**src/rtl/fsm_q3_frame_tx.sv**
```systemverilog
// fsm_q3_frame_tx: transmit side of the s/w majority-frame protocol.
// Buffers patterns, streams them LSB first after a one-shot start, and predicts detector z.
module fsm_q3_frame_tx #(
    parameter int FRAME_LEN   = 3,
    parameter int TARGET_ONES = 2,
    parameter int FIFO_DEPTH  = 4
) (
    input  logic                 clk,
    input  logic                 reset,
    input  logic                 in_valid,
    output logic                 in_ready,
    input  logic [FRAME_LEN-1:0] in_pattern,
    output logic                 s,
    output logic                 w,
    output logic                 frame_start,
    output logic                 filler,
    output logic                 expect_z,
    output logic                 busy
);
    localparam int AW = $clog2(FIFO_DEPTH);
    localparam int BW = (FRAME_LEN > 1) ? $clog2(FRAME_LEN) : 1;
    localparam int CW = $clog2(FRAME_LEN + 1);
    localparam logic [BW-1:0] LAST_BIT = BW'(FRAME_LEN - 1);
    localparam logic [CW-1:0] TARGET   = CW'(TARGET_ONES);
    localparam logic [AW:0]   FULL     = (AW+1)'(FIFO_DEPTH);

    // state  | meaning
    // IDLE   | nothing sent since reset, waiting for the first pattern
    // START  | one-cycle s pulse, first pattern popped
    // STREAM | continuous frames, zero filler when the buffer is empty
    typedef enum logic [1:0] {IDLE, START, STREAM} state_t;

    state_t               state;
    logic [FRAME_LEN-1:0] mem [FIFO_DEPTH];
    logic [AW-1:0]        wr_ptr;
    logic [AW-1:0]        rd_ptr;
    logic [AW:0]          count;
    logic [FRAME_LEN-1:0] frame_reg;
    logic [FRAME_LEN-1:0] head;
    logic [BW-1:0]        bit_idx;
    logic [CW-1:0]        ones;
    logic [CW-1:0]        frame_ones;
    logic                 push;
    logic                 pop;
    logic                 wrap;
    logic                 nonempty;
    logic                 cur_bit;

    assign in_ready   = (count != FULL);
    assign nonempty   = (count != '0);
    assign push       = in_valid && in_ready;
    assign head       = mem[rd_ptr];
    assign wrap       = (state == STREAM) && (bit_idx == LAST_BIT);
    assign pop        = (state == START) || (wrap && nonempty);
    assign cur_bit    = frame_reg[bit_idx];
    // Running popcount including the bit on the wire; restarts on each frame's first bit.
    assign frame_ones = ((bit_idx == '0) ? '0 : ones) + CW'(cur_bit);

    always_ff @(posedge clk) begin
        if (push) begin
            mem[wr_ptr] <= in_pattern;
        end
    end

    always_ff @(posedge clk) begin
        if (reset) begin
            wr_ptr <= '0;
            rd_ptr <= '0;
            count  <= '0;
        end else begin
            if (push) begin
                wr_ptr <= wr_ptr + AW'(1);
            end
            if (pop) begin
                rd_ptr <= rd_ptr + AW'(1);
            end
            if (push && !pop) begin
                count <= count + (AW+1)'(1);
            end else if (pop && !push) begin
                count <= count - (AW+1)'(1);
            end
        end
    end

    always_ff @(posedge clk) begin
        if (reset) begin
            state       <= IDLE;
            frame_reg   <= '0;
            bit_idx     <= '0;
            ones        <= '0;
            s           <= 1'b0;
            w           <= 1'b0;
            frame_start <= 1'b0;
            filler      <= 1'b0;
            expect_z    <= 1'b0;
            busy        <= 1'b0;
        end else begin
            expect_z <= wrap && (frame_ones == TARGET);
            case (state)
                IDLE: begin
                    s           <= nonempty;
                    busy        <= nonempty;
                    w           <= 1'b0;
                    frame_start <= 1'b0;
                    filler      <= 1'b0;
                    if (nonempty) begin
                        state <= START;
                    end
                end
                START: begin
                    state       <= STREAM;
                    s           <= 1'b0;
                    frame_reg   <= head;
                    filler      <= 1'b0;
                    bit_idx     <= '0;
                    w           <= head[0];
                    frame_start <= 1'b1;
                end
                STREAM: begin
                    ones <= frame_ones;
                    if (wrap) begin
                        bit_idx     <= '0;
                        frame_start <= 1'b1;
                        if (nonempty) begin
                            frame_reg <= head;
                            filler    <= 1'b0;
                            w         <= head[0];
                        end else begin
                            frame_reg <= '0;
                            filler    <= 1'b1;
                            w         <= 1'b0;
                        end
                    end else begin
                        bit_idx     <= bit_idx + BW'(1);
                        frame_start <= 1'b0;
                        w           <= frame_reg[bit_idx + BW'(1)];
                    end
                end
                default: state <= IDLE;
            endcase
        end
    end
endmodule

```
**config.mk**
```make
export PLATFORM = sky130hd
export DESIGN_NAME = fsm_q3_frame_tx
export DESIGN_NICKNAME = d
export VERILOG_FILES = /design/src/rtl/fsm_q3_frame_tx.sv
export SDC_FILE = /design/constraint.sdc
export NUM_CORES = 1
export LEC_CHECK = 0
export ABC_AREA = 1
export BUFFER_PORTS_ARGS = -buffer_cell sky130_fd_sc_hd__buf_2
export CORE_MARGIN = 2
export CORE_UTILIZATION = 29
export CTS_CLUSTER_SIZE = 40
export DETAILED_ROUTE_END_ITERATION = 10
export PLACE_DENSITY_LB_ADDON = 0.25
export SKIP_CTS_REPAIR_TIMING = 1
export SLEW_MARGIN = 10
export SYNTH_ARGS = -nofsm -noshare
export SYNTH_HDL_FRONTEND = slang
export SYNTH_SLANG_ARGS = --single-unit
```
**constraint.sdc**
```tcl
create_clock -name clk -period 2.4 [get_ports clk]
set_input_delay 0.12 -clock clk [delete_from_list [all_inputs] [get_ports clk]]
set_output_delay 0.12 -clock clk [all_outputs]
set_load 0.02 [all_outputs]
```
==> run_results.csv <==
group,metric,value,unit
layout,fillers,643,
hold_path,hp-class,"in -> reg",
worst_setup_path,crit_path_start_kind,"flop",
route,vias,1292,
floorplan,die_y,81.0,um
power_and_ir_drop,power_density,1050,mW/mm2
layout,final_core_util,0.338,
power_and_ir_drop,fin_total_pwr,2.05,mW
synth,synth_nets,217,
route,wire_per_inst,11.0,um
layout,layout-area-overhead-vs-synth,14.3,%
synth,ys_warn_count,0,
worst_setup_path,cp_num_buf_inv,4,
floorplan,die_x,81.0,um
sta,fmax,467,MHz
synth,async_flop_share,0,
layout,antenna_cells,0,
sta,slew_headroom,0.732,
clock_network,htreeDepth,2,
worst_setup_path,crit_fanout,5,
synth,yosysTopAreaCell,"dfxtp_1",
clock_network,cts_tree,"done",
synth,syn_inst,197,
clock_network,clk_pin_slew,70,ps
sta,rsz0062_at_grt,"false",
place,place.port_buffers,12,
synth,synth_top_cell_area_share,0.279,
layout,largest_reg_flops,12,
worst_setup_path,critPathTopFamily,"adder cells",
power_and_ir_drop,vdd_drop_max,0.372,mV
hold_path,min_from,"in_pattern[1]",
grt,grt_use_total,0.114,
floorplan,num_rows,28,
worst_setup_path,critPathLaunch,"state[0]",
grt,grt_pass1_vias,1262,
synth,synth_top_cells_by_area,"dfxtp_1 28%, edfxtp_1 21%, ha_1 9.5%",
worst_setup_path,r2r_slack,260,ps
worst_setup_path,end_kind,"flop",
worst_setup_path,reg2reg_from,"state[0]",
synth,synth-edff-count,12,
sta,fin_hold_ws,51.9,ps
route,drcViolationCount,0,
synth,yosys.cell_types.count,28,
clock_network,cts-buffers-inserted,5,
grt,grt_start_max_net_pins,13,
worst_setup_path,slowest_stage,"fa_1",
synth,netlist_area,0.00172,mm2
layout,most-common-layout-cells,"37 x nand2_1, 28 x inv_1, 22 x dfxtp_1, 19 x nor2_1, 16 x a21oi_1",
layout,nNetsFinal,235,
clock_network,clock_sinks,36,
flow_run,maxCapViolations,0,
layout,layout_commonest_cell,"nand2_1",
route,vias_per_cell,4.44,
clock_network,root_buffer,"clkbuf_8",
floorplan,io_pins,13,
place,place.detailed.hpwl,2520,um
route,drtIter0Drc,63,
grt,grt_pass1_wl,5600,um
sta,fin_worst_skew,9.01,ps
route,wirelength,3200,um
grt,overflow,0,
synth,ys_ff_latch,36,
floorplan,die-area,0.00656,mm2
sta,finalCriticalPeriod,2140,ps
worst_setup_path,slowest_delay,380,ps
sta,hold_viol_final,0,
sta,finalSetupTns,0,ps
floorplan,initial_utilization,0.296,
synth,seq_area_frac_synth,0.489,
sta,setup_viol,0,
layout,drive_above_1_share,0.157,
worst_setup_path,cp.required,2610,ps
layout,final_cell_area,0.00196,mm2
route,ant_nets,0,
outcome,status,"completed",
worst_setup_path,crit_arrival,2360,ps
place,postPlaceCellArea,0.00187,mm2
synth,avgSynthCellArea,8.73,um2
clock_network,clock_path_buffers,2,
worst_setup_path,crit_chain,"inv_1, ha_1, nand2_2, clkinv_2, nand2_2, nand2_4, inv_4, ha_1, inv_1, fa_1, nor2_1, nor2_1, nand2_1, o21ai_0, a21oi_1",
floorplan,core_area,0.00582,mm2
power_and_ir_drop,cellLeakagePower,0.844,nW
grt,antenna_found_initial,0,
route,firstDrtPassIters,4,
place,place.gp.congestion,0.783,
sta,slew_violations,0,
clock_network,clock_latency,290,ps
worst_setup_path,critPathKind,"reg -> reg",
sta,worst_pin_slew,398,ps
sta,period_share,0.893,
synth,synth_ff_type,"dfxtp_1",
[path summary, 6_finish.rpt]
path | to | depth (start not counted)
worst max-delay path | count[2] | 15
worst max register to register | count[2] | 15
worst min register to register | frame_start | 2
worst min-delay path | mem[0][1] | 1
[synthesized netlist by cell type, types with 2 or more instances]
master    count
a211oi_1      2
a21oi_1      16
a21oi_2       2
clkbuf_1      2
dfxtp_1      24
edfxtp_1     12
ha_1         13
inv_1        29
inv_4         2
nand2_1      37
nand2_2       2
nand3_1       7
nor2_1       19
o21ai_0      14
o22ai_1       2
xor2_1        2
[routing by layer]
metal	share of wire	wire length, um	up-vias	track usage
li1	-	-	676	-
met1	0.47	1510	600	0.137
met2	0.48	1540	12	0.186
met3	0.031	99	4	0.0322
met4	0.018	58	0	0.0610
met5	0	0	-	0
[cell type report]
| class | count | area, um2 | share of cell area |
|---|---|---|---|
| Sequential cell | 36 | 848 | 0.432 |
| Timing Repair Buffer | 14 | 75.1 | 0.0382 |
| Multi-Input combinational cell | 126 | 739 | 0.376 |
| Inverter | 32 | 126 | 0.0643 |
| Clock inverter | 1 | 5.00 | 0.00255 |
| Tap cell | 75 | 93.8 | 0.0478 |
| Clock buffer | 7 | 76.3 | 0.0389 |
[through the flow]
step           instances  setup slack [ps]
6_report             291               257
3_3_place_gp         282               211
5_1_grt              291              12.4
2_1_floorplan        197               318
4_1_cts              290              87.9
3_5_place_dp         282              98.8
[logic make-up after synthesis]
kind of cell,after synthesis,share of synthesized area
flops,36,0.489
compound gates,39,0.128
fa+ha+maj,14,0.106
buf+inv,35,0.0822
xor+xnor,2,0.0102
simple gates,71,0.184
[report_power, final]
part           internal (mW)  switching [mW]  total [mW]
logic                  0.277           0.512       0.789
clock network          0.204           0.205       0.408
registers              0.765          0.0915       0.857
total                   1.25           0.808        2.05
No activity file was read; power rests on OpenSTA's default activity.
